## config.mk

```make
export PLATFORM = sky130hd
export DESIGN_NAME = vga_pattern_gen
export DESIGN_NICKNAME = d
export VERILOG_FILES = /design/src/rtl/vga_pat_pkg.sv /design/src/rtl/vga_seg_cnt.sv /design/src/rtl/vga_pattern_gen.sv
export SDC_FILE = /design/constraint.sdc
export NUM_CORES = 1
export LEC_CHECK = 0
export ABC_AREA = 1
export ABC_CLOCK_PERIOD_IN_PS = 6800
export CORE_MARGIN = 10
export CORE_UTILIZATION = 55
export CTS_CLUSTER_SIZE = 10
export DETAILED_ROUTE_END_ITERATION = 6
export GPL_TIMING_DRIVEN = 0
export PLACE_DENSITY = 0.92
export SYNTH_ARGS = -nofsm -noshare
export SYNTH_HDL_FRONTEND = slang
export SYNTH_HIERARCHICAL = 1
export SYNTH_SLANG_ARGS = --single-unit
```

## constraint.sdc

```tcl
create_clock -name vga_clk -period 6.8 [get_ports vga_clk]
set_input_delay 1.02 -clock vga_clk [delete_from_list [all_inputs] [get_ports vga_clk]]
set_output_delay 1.02 -clock vga_clk [all_outputs]
set_load 0.03 [all_outputs]
```

## src/rtl/vga_pat_pkg.sv

```systemverilog
// Shared colour constants, 10-entry bar palette and pattern-mode encoding
// for the VGA test-pattern generator.
package vga_pat_pkg;

    localparam logic [15:0] RED    = 16'hF800;
    localparam logic [15:0] ORANGE = 16'hFC00;
    localparam logic [15:0] YELLOW = 16'hFFE0;
    localparam logic [15:0] GREEN  = 16'h07E0;
    localparam logic [15:0] CYAN   = 16'h07FF;
    localparam logic [15:0] BLUE   = 16'h001F;
    localparam logic [15:0] PURPLE = 16'hF81F;
    localparam logic [15:0] BLACK  = 16'h0000;
    localparam logic [15:0] WHITE  = 16'hFFFF;
    localparam logic [15:0] GRAY   = 16'hD69A;

    localparam int unsigned PAL_NUM = 10;

    // Packed concatenation lists the highest index first: PALETTE[0] is RED.
    localparam logic [PAL_NUM-1:0][15:0] PALETTE = {
        GRAY, WHITE, BLACK, PURPLE, BLUE, CYAN, GREEN, YELLOW, ORANGE, RED
    };

    typedef enum logic [1:0] {
        MODE_VBAR    = 2'd0,
        MODE_HBAR    = 2'd1,
        MODE_CHECKER = 2'd2,
        MODE_GRAD    = 2'd3
    } vga_mode_e;

    // Bar indices never exceed 15, so one conditional subtract gives mod 10.
    function automatic logic [15:0] pal_lookup(input logic [4:0] idx);
        logic [4:0]  m;
        logic [15:0] c;
        m = (idx >= 5'd10) ? idx - 5'd10 : idx;
        c = BLACK;
        for (int unsigned i = 0; i < PAL_NUM; i++) begin
            if (m == 5'(i)) c = PALETTE[i];
        end
        return c;
    endfunction

    function automatic logic [15:0] grad_color(input logic [4:0] lvl);
        return {lvl, lvl, lvl[4], lvl};
    endfunction

endpackage

```

## src/rtl/vga_seg_cnt.sv

```systemverilog
// Saturating segment counter: index steps every SEG_LEN advances, stops at
// SEG_NUM-1; idx is the index that applies to the current cycle.
module vga_seg_cnt #(
    parameter int unsigned SEG_LEN = 64,
    parameter int unsigned SEG_NUM = 10
) (
    input  logic       clk,
    input  logic       rst,
    input  logic       restart,
    input  logic       advance,
    output logic [4:0] idx
);

    localparam int unsigned CNT_W   = $clog2(SEG_LEN + 1);
    localparam logic [4:0]  IDX_MAX = 5'(SEG_NUM - 1);

    logic [CNT_W-1:0] cnt_q, cnt_d, cnt_base, cnt_inc;
    logic [4:0]       idx_q, idx_d;

    // Restart takes effect on the same cycle, so the restarting pixel sees index 0.
    always_comb begin
        cnt_base = restart ? '0 : cnt_q;
        idx      = restart ? '0 : idx_q;
        cnt_inc  = cnt_base + 1'b1;
        cnt_d    = cnt_base;
        idx_d    = idx;
        if (advance) begin
            if (cnt_inc == CNT_W'(SEG_LEN)) begin
                cnt_d = '0;
                if (idx != IDX_MAX) idx_d = idx + 5'd1;
            end else begin
                cnt_d = cnt_inc;
            end
        end
    end

    always_ff @(posedge clk) begin
        if (rst) begin
            cnt_q <= '0;
            idx_q <= '0;
        end else begin
            cnt_q <= cnt_d;
            idx_q <= idx_d;
        end
    end

endmodule

```

## src/rtl/vga_pattern_gen.sv

```systemverilog
// VGA test-pattern generator: bars, checkerboard and grey ramp, 1-cycle latency.
// Optional white border overlay when VGA_PAT_BORDER_EN is defined.
module vga_pattern_gen
    import vga_pat_pkg::*;
#(
    parameter logic [11:0] H_VALID  = 12'd640,
    parameter logic [11:0] V_VALID  = 12'd480,
    parameter int unsigned BAR_NUM  = 10,
    parameter int unsigned CHK_LOG2 = 5
) (
    input  logic        vga_clk,
    input  logic        sys_rst,
    input  logic        pix_valid,
    input  logic [11:0] pix_x,
    input  logic [11:0] pix_y,
    input  logic [1:0]  mode_sel,
    output logic [15:0] pix_data,
    output logic        pix_data_valid,
    output logic [1:0]  active_mode
);

    localparam int unsigned BAR_W  = H_VALID / BAR_NUM;
    localparam int unsigned BAR_H  = V_VALID / BAR_NUM;
    localparam int unsigned GRAD_W = H_VALID / 32;
    localparam logic [11:0] H_LAST = H_VALID - 12'd1;

    logic        in_range, pix_ok, line_start, frame_start, line_end;
    logic [4:0]  h_idx, v_idx, g_idx;
    logic [15:0] color;
    vga_mode_e   mode_cur;

    logic [15:0] pix_data_q, pix_data_d;
    logic        pix_data_valid_q, pix_data_valid_d;
    logic [1:0]  active_mode_q, active_mode_d;

    // Out-of-range pixels are treated as invisible: no counter moves.
    always_comb begin
        in_range    = (pix_x < H_VALID) && (pix_y < V_VALID);
        pix_ok      = pix_valid && in_range;
        line_start  = pix_ok && (pix_x == '0);
        frame_start = line_start && (pix_y == '0);
        line_end    = pix_ok && (pix_x == H_LAST);
    end

    vga_seg_cnt #(.SEG_LEN(BAR_W), .SEG_NUM(BAR_NUM)) u_h_cnt (
        .clk     (vga_clk),
        .rst     (sys_rst),
        .restart (line_start),
        .advance (pix_ok),
        .idx     (h_idx)
    );

    vga_seg_cnt #(.SEG_LEN(BAR_H), .SEG_NUM(BAR_NUM)) u_v_cnt (
        .clk     (vga_clk),
        .rst     (sys_rst),
        .restart (frame_start),
        .advance (line_end),
        .idx     (v_idx)
    );

    vga_seg_cnt #(.SEG_LEN(GRAD_W), .SEG_NUM(32)) u_g_cnt (
        .clk     (vga_clk),
        .rst     (sys_rst),
        .restart (line_start),
        .advance (pix_ok),
        .idx     (g_idx)
    );

    // The mode latched at frame start already governs the frame-start pixel.
    always_comb begin
        active_mode_d = frame_start ? mode_sel : active_mode_q;
        mode_cur      = vga_mode_e'(active_mode_d);

        case (mode_cur)
            MODE_VBAR:    color = pal_lookup(h_idx);
            MODE_HBAR:    color = pal_lookup(v_idx);
            MODE_CHECKER: color = (pix_x[CHK_LOG2] ^ pix_y[CHK_LOG2]) ? WHITE : BLACK;
            MODE_GRAD:    color = grad_color(g_idx);
            default:      color = BLACK;
        endcase

`ifdef VGA_PAT_BORDER_EN
        if ((pix_x == '0) || (pix_x == H_LAST) ||
            (pix_y == '0) || (pix_y == V_VALID - 12'd1)) begin
            color = WHITE;
        end
`endif

        pix_data_d       = pix_ok ? color : BLACK;
        pix_data_valid_d = pix_valid;
    end

    always_ff @(posedge vga_clk) begin
        if (sys_rst) begin
            pix_data_q       <= '0;
            pix_data_valid_q <= 1'b0;
            active_mode_q    <= '0;
        end else begin
            pix_data_q       <= pix_data_d;
            pix_data_valid_q <= pix_data_valid_d;
            active_mode_q    <= active_mode_d;
        end
    end

    assign pix_data       = pix_data_q;
    assign pix_data_valid = pix_data_valid_q;
    assign active_mode    = active_mode_q;

endmodule

```

== After elaboration in Yosys (flattened, before gate mapping) ==
Index checks and enable logic that the tools add are counted.
Operators by class
  $lt $le $gt $ge: 4
  eq/ne operators: 28
  reduce and logical (&&, ||, !) cells: 11
  add/sub/neg operators: 8
  bitwise logic cells: 2
  mux-type cells: 46
Operators with widths (number)
  16-bit two-way mux: 21
  5-bit two-way mux: 17
  16-bit one-hot mux with 4 select lines: 1
  5-bit by 3-bit equality test with 1-bit output (second input constant): 8
  12-bit zero test: 2
  7-bit two-way mux: 3
  5-bit by 1-bit adder with 5-bit output (second input constant): 4
  5-bit by 2-bit equality test with 1-bit output (second input constant): 4
  5-bit by 4-bit equality test with 1-bit output (second input constant): 4
  6-bit two-way mux: 3
  12-bit by 10-bit equality test with 1-bit output (second input constant): 1
  12-bit by 10-bit less-than comparator with 1-bit output (second input constant): 1
  12-bit by 9-bit less-than comparator with 1-bit output (second input constant): 1
  5-bit by 1-bit equality test with 1-bit output (second input constant): 2
  5-bit by 4-bit greater-or-equal comparator with 1-bit output (second input constant): 2
  5-bit zero test: 2
  5-bit by 4-bit != test with 1-bit output (second input constant): 2
  5-bit by 4-bit subtractor with 5-bit output (second input constant): 2
  7-bit by 1-bit adder with 7-bit output (second input constant): 1
  7-bit equality test (second input constant): 1
  6-bit by 1-bit adder with 6-bit output (second input constant): 1
  6-bit equality test (second input constant): 1
  5-bit equality test (second input constant): 1
  1-bit logical AND: 5
  8 further kinds: 9
Storage, ports and cells
  word-level logic and storage cells: 108
  output and inout bits: 19
  bits of input ports: 29
  register bits after elaboration: 52

== Longest topological paths before layout ==
  depth in word-level cells: 20
  gate-level depth with buffers: 26
  gate-level depth less buffers: 25

== By module ==
The synthesis kept the hierarchy.
Modules (own cells, without submodules)
  vga_pattern_gen: seq. area each 380.4 µm², times used 1, area an instance 1575.3 µm², cells each 277
  vga_seg_cnt at u_v_cnt: seq. area each 220.2 µm², times used 1, area an instance 706.9 µm², cells each 104
  vga_seg_cnt at u_h_cnt: seq. area each 240.2 µm², times used 1, area an instance 695.7 µm², cells each 108
  vga_seg_cnt at u_g_cnt: seq. area each 200.2 µm², times used 1, area an instance 659.4 µm², cells each 100

== Least setup slack after synthesis ==
Ideal clock, no wire load.
  path type: input port to flip-flop
  start: input pix_y[11]
  end: register pix_data_q[10], in the netlist pix_data[10]
  stages on the path: 26
  setup time: 117 ps
  path buffers: 1
  arrival: 3533 ps
  setup slack: 3150 ps
  required time: 6683 ps
  cell sequence: inv_2 nand2_1 nor2_2 nand2_1 nor2_2 nand3_2 inv_1 inv_2 buf_6 nand2_1 inv_1 inv_1 ha_1 inv_1 a21oi_1 nand2_1 nand2_1 nand2_2 inv_1 nor2_1 nand2_1 nand2_1 o21ai_0 inv_1 nor2_1 nor2_1
Between the ends
  word-level cells in the longest chain between the ends: 19
  elaborated cells on any way between the ends: 59
  classes of those cells: add/sub (2); order compare (3); eq/ne (21); mux (25); bitwise (1); reduce/logical (7)
Ends and longest elaborated chain
  from (decl): line vga_pattern_gen.sv:15  | input logic [11:0] pix_y,
  12-bit by 9-bit less-than comparator with 1-bit output (*): line vga_pattern_gen.sv:38  | in_range = (pix_x < H_VALID) && (pix_y < V_VALID);
  1-bit logical AND (*): line vga_pattern_gen.sv:38
  1-bit logical AND (*): line vga_pattern_gen.sv:39  | pix_ok = pix_valid && in_range;
  via pix_ok: line vga_pattern_gen.sv:27  | logic in_range, pix_ok, line_start, frame_start, line_end;
  1-bit logical AND (*): line vga_pattern_gen.sv:40  | line_start = pix_ok && (pix_x == '0);
  1-bit logical AND (*): line vga_pattern_gen.sv:41  | frame_start = line_start && (pix_y == '0);
  via frame_start: line vga_pattern_gen.sv:27
  5-bit two-way mux (*): line vga_seg_cnt.sv:23  | idx = restart ? '0 : idx_q;
  via v_idx[2]: line vga_pattern_gen.sv:28  | logic [4:0] h_idx, v_idx, g_idx;
  5-bit by 4-bit subtractor with 5-bit output or 5-bit by 4-bit greater-or-equal comparator with 1-bit output (tied branches): line vga_pat_pkg.sv:34  | m = (idx >= 5'd10) ? idx - 5'd10 : idx;
  5-bit two-way mux (*): line vga_pat_pkg.sv:34
  5-bit by 1-bit equality test with 1-bit output: line vga_pat_pkg.sv:37  | if (m == 5'(i)) c = PALETTE[i];
  16-bit two-way mux (8 in series): line vga_pat_pkg.sv:37
  16-bit two-way mux (*): line vga_pat_pkg.sv:37
  16-bit one-hot mux with 4 select lines (*): line vga_pattern_gen.sv:74  | case (mode_cur)
  to (signal assigned): line vga_pattern_gen.sv:99  | pix_data_q <= pix_data_d;
  to (decl): line vga_pattern_gen.sv:32  | logic [15:0] pix_data_q, pix_data_d;
Mark *: on every way through the listed nets, which the timed path passes. The rest lies on a longest branch.
A chain may end at the register's enable or synchronous reset.

== Worst setup path in the final report ==
  start: input pix_x[10]
  end: register pix_data_q[8], in the netlist pix_data[8]
Between the ends
  word-level cells in the longest chain between the ends: 19
  elaborated cells on any way between the ends: 59
  classes of those cells: add/sub (2); order compare (3); eq/ne (21); mux (25); bitwise (1); reduce/logical (7)
Ends and longest elaborated chain
  from (decl): line vga_pattern_gen.sv:14  | input logic [11:0] pix_x,
  12-bit by 10-bit less-than comparator with 1-bit output (*): line vga_pattern_gen.sv:38
  1-bit logical AND (*): line vga_pattern_gen.sv:38
  1-bit logical AND (*): line vga_pattern_gen.sv:39
  via pix_ok: line vga_pattern_gen.sv:27
  1-bit logical AND (*): line vga_pattern_gen.sv:40
  1-bit logical AND (*): line vga_pattern_gen.sv:41
  via frame_start: line vga_pattern_gen.sv:27
  5-bit two-way mux (*): line vga_seg_cnt.sv:23
  via v_idx[2]: line vga_pattern_gen.sv:28
  5-bit by 4-bit subtractor with 5-bit output or 5-bit by 4-bit greater-or-equal comparator with 1-bit output (tied branches): line vga_pat_pkg.sv:34
  5-bit two-way mux (*): line vga_pat_pkg.sv:34
  5-bit by 1-bit equality test with 1-bit output: line vga_pat_pkg.sv:37
  16-bit two-way mux (8 in series): line vga_pat_pkg.sv:37
  16-bit two-way mux (*): line vga_pat_pkg.sv:37
  16-bit one-hot mux with 4 select lines (*): line vga_pattern_gen.sv:74
Marked as above.

==> impl_metrics.csv <==
group,metric,value,unit
outcome,status,"completed",
timing,skew,5.92,ps
power,powerDensity,128,nW/um^2
floorplan,row_count,29,
global_routing,grt_usage,0.169,
clocking,cts_buffer_depth,2,
timing,finalSetupViolations,0,
placement,place_congestion,0.893,
logic_synthesis,netlist.area_leader.share,0.286,
route,vias,3824,
final_layout,fin_nets,680,
global_routing,grt_max_degree,22,
route,avgRoutedWirePerCell,11.9,um
floorplan,core,6390,um^2
power,switching_share,0.214,
route,drtIter0Drc,308,
power,leakage,2.04,nW
floorplan,io_pins,48,
route,drc,0,
route,met2WireLength,4.16,mm
route,wl_met3,678,um
floorplan,start_util,0.570,
power,pwr-share-comb,0.063,
clocking,cts_resized,0,
logic_synthesis,synthCells,589,
logic_synthesis,synth_edf_count,0,
worst_setup_path,r2r_setup_slack,4460,ps
timing,finalMaxSlewViolations,0,
clocking,path_clk_slew,90,ps
timing,grt_setup_unrepaired,"no",
route,top_layer,"met4",
logic_synthesis,yosysMostFrequentCell,"nand2_1",
route,ant_nets,0,
timing,slew_headroom,0.401,
clocking,numCtsBuffers,5,
clocking,cts_tree,"yes",
logic_synthesis,synth_seq_cells,52,
worst_setup_path,crit_family,"simple AND/OR/NAND/NOR gates",
logic_synthesis,synthArstFlopShare,0,
worst_setup_path,arrival,4640,ps
route,vias_per_cell,5.30,
route,routed_wl,8.58,mm
logic_synthesis,synth_top_cells_by_count,"nand2_1, nor2_1, inv_1, dfxtp_1, nand3_1",
floorplan,dieArea,10300,um^2
logic_synthesis,syn_area,3640,um^2
floorplan,die_h,101,um
timing,hold_ws,480,ps
placement,numPortBuffers,47,
clocking,cts_hold_repair.buffers,0,
route,wl_met1,3.58,mm
global_routing,grt_pass1_wl,15.1,mm
worst_setup_path,start_kind,"input port",
global_routing,first_global_vias,3738,
logic_synthesis,ys_types,37,
flow_run,max_cap_violations,0,
min_path,hold_path.class,"reg -> reg",
power,seq_power_share,0.554,
global_routing,globalRouteOverflowTotal,0,
worst_setup_path,cp_max_fo,13,
clocking,clock-sinks,52,
logic_synthesis,yosys_warnings,6,
logic_synthesis,ys_top_cells_by_area,"dfxtp_1, nand2_1, nor2_1",
logic_synthesis,ys_seq_area_frac,0.286,
clocking,clk-insertion-delay-late,300,ps
logic_synthesis,avgSynthCellArea,6.18,um^2
clocking,post_cts_buffers,0,
timing,fin_crit_sh,0.653,
clocking,cts-root-buf,"clkbuf_8",
logic_synthesis,ys.flop_type,"dfxtp_1",
power,p_int,0.433,mW
timing,max_freq,225,MHz
worst_setup_path,worstPathRequired,7000,ps
worst_setup_path,critPathKind,"in -> reg",
timing,min_period,4440,ps
worst_setup_path,cp_slowest_stage_delay,480,ps
timing,hold_viol_final,0,
final_layout,syn2layout_area_growth,18.5,%
timing,tightest_slew,896,ps
placement,dp_hpwl,6.71,mm
global_routing,antenna_found_initial,0,
final_layout,drive_gt1_frac,0.118,
route,drt_first_pass_iters,6,
placement,postPlaceCellArea,4200,um^2
worst_setup_path,critPathSlowestCell,"nor2_2",
logic_synthesis,synth_top_cell_by_area,"dfxtp_1",
power,p_clk_frac,0.383,
worst_setup_path,crit_buf_inv,9,
power,switchingPower,0.118,mW
logic_synthesis,synth_fp_nets,626,
timing,tns,0,ps
clocking,htreeDepth,2,
final_layout,post-route-cell-area,4310,um^2
worst_setup_path,worstSetupEndpointType,"flip-flop",
final_layout,antennaDiodeCount,0,
power,ir_worst_vdd,0.0979,mV
floorplan,die_w,101,um
-- per-layer routing --
| metal | global-route usage | up-vias |
|---|---|---|
| met5 | 0 | - |
| met4 | 0.0579 | 0 |
| met3 | 0.0463 | 14 |
| met2 | 0.307 | 127 |
| met1 | 0.184 | 1729 |
| li1 | - | 1954 |
-- through the flow --
step                      instances  total power, mW  utilization  setup WS (ps)
after floorplan                 589            0.324            -           3150
after global placement          713            0.347        0.658           2210
after detailed placement        713            0.347        0.658           2070
after CTS                       721            0.555        0.675           2390
after global routing            721            0.570        0.675           1940
final                           721            0.551        0.675           2360
-- layout make-up --
class                   instances  area (um^2)
well taps                      77         96.3
clock inverters                 2         35.0
repair buffers                 47          470
multi-input cells             435         2190
clock buffers                   6         72.6
flip-flops and latches         52         1040
plain buffers                   4         37.5
inverters                      98          372
fillers                       520         2070
-- worst paths after layout --
path,startpoint,to,cells after the start
worst max-delay path,pix_x[10],pix_data[8]$_SDFF_PP0_,27
worst min-delay path,u_h_cnt/cnt_q[6]$_SDFF_PP0_,u_h_cnt/cnt_q[6]$_SDFF_PP0_,2
worst max register to register,u_h_cnt/idx_q[0]$_SDFF_PP0_,pix_data[5]$_SDFF_PP0_,14
worst min register to register,u_h_cnt/cnt_q[6]$_SDFF_PP0_,u_h_cnt/cnt_q[6]$_SDFF_PP0_,2
-- worst register-to-register path, cell delays in order (launching register included) --
cell	delay, ps
dfxtp_1	320
inv_1	30
nor2_1	510
inv_1	80
nand2_1	90
nor2_1	40
nor2_1	230
nand2_1	90
nand2_1	140
nor2_1	100
nand2_2	160
nand3_1	110
nor2b_2	190
nor2_1	100
nor2_1	50
-- power by group through the flow --
stage | clock [mW] | combinational [mW] | sequential, mW
after floorplan | 0 | 0.0107 | 0.313
after global placement | 0 | 0.0344 | 0.312
after detailed placement | 0 | 0.0349 | 0.312
after CTS | 0.215 | 0.0350 | 0.305
after global routing | 0.226 | 0.0386 | 0.305
final | 0.211 | 0.0349 | 0.305
-- flip-flops by register name (all words and copies together) (netlist names) --
name	count
active_mode	2
pix_data	16
pix_data_valid	1
u_g_cnt/cnt_q	5
u_g_cnt/idx_q	5
u_h_cnt/cnt_q	7
u_h_cnt/idx_q	5
u_v_cnt/cnt_q	6
u_v_cnt/idx_q	5
-- cell families after synthesis --
kind of cell | after synthesis | share of synthesized area
XOR/XNOR | 5 | 0.0120
AND/OR/NAND/NOR | 369 | 0.478
adder cells (fa/ha/maj) | 8 | 0.0275
buffers and inverters | 102 | 0.112
AO/OA/AOI/OAI | 53 | 0.0836
flip-flops | 52 | 0.286
-- layout by cell type, fill, tap and decap left out, drive strengths merged --
| cell type | netlist | routed |
|---|---|---|
| o21ai | 25 | 25 |
| bufinv | 0 | 1 |
| nand3b | 3 | 3 |
| ha | 8 | 8 |
| a211oi | 3 | 3 |
| xnor2 | 1 | 1 |
| xor2 | 4 | 4 |
| nor3b | 1 | 1 |
| clkdlybuf4s50 | 0 | 47 |
| nor4 | 1 | 1 |
| dfxtp | 52 | 52 |
| nand2 | 170 | 170 |
| o211ai | 2 | 2 |
| nand4 | 9 | 9 |
| nor2b | 1 | 1 |
| nand3 | 61 | 61 |
| inv | 96 | 96 |
| buf | 3 | 3 |
| clkinv | 2 | 3 |
| nor2 | 117 | 117 |
| a31oi | 2 | 2 |
| clkbuf | 1 | 7 |
| nor3 | 6 | 6 |
| a21oi | 21 | 21 |
Power figures use the tool's default switching activity.
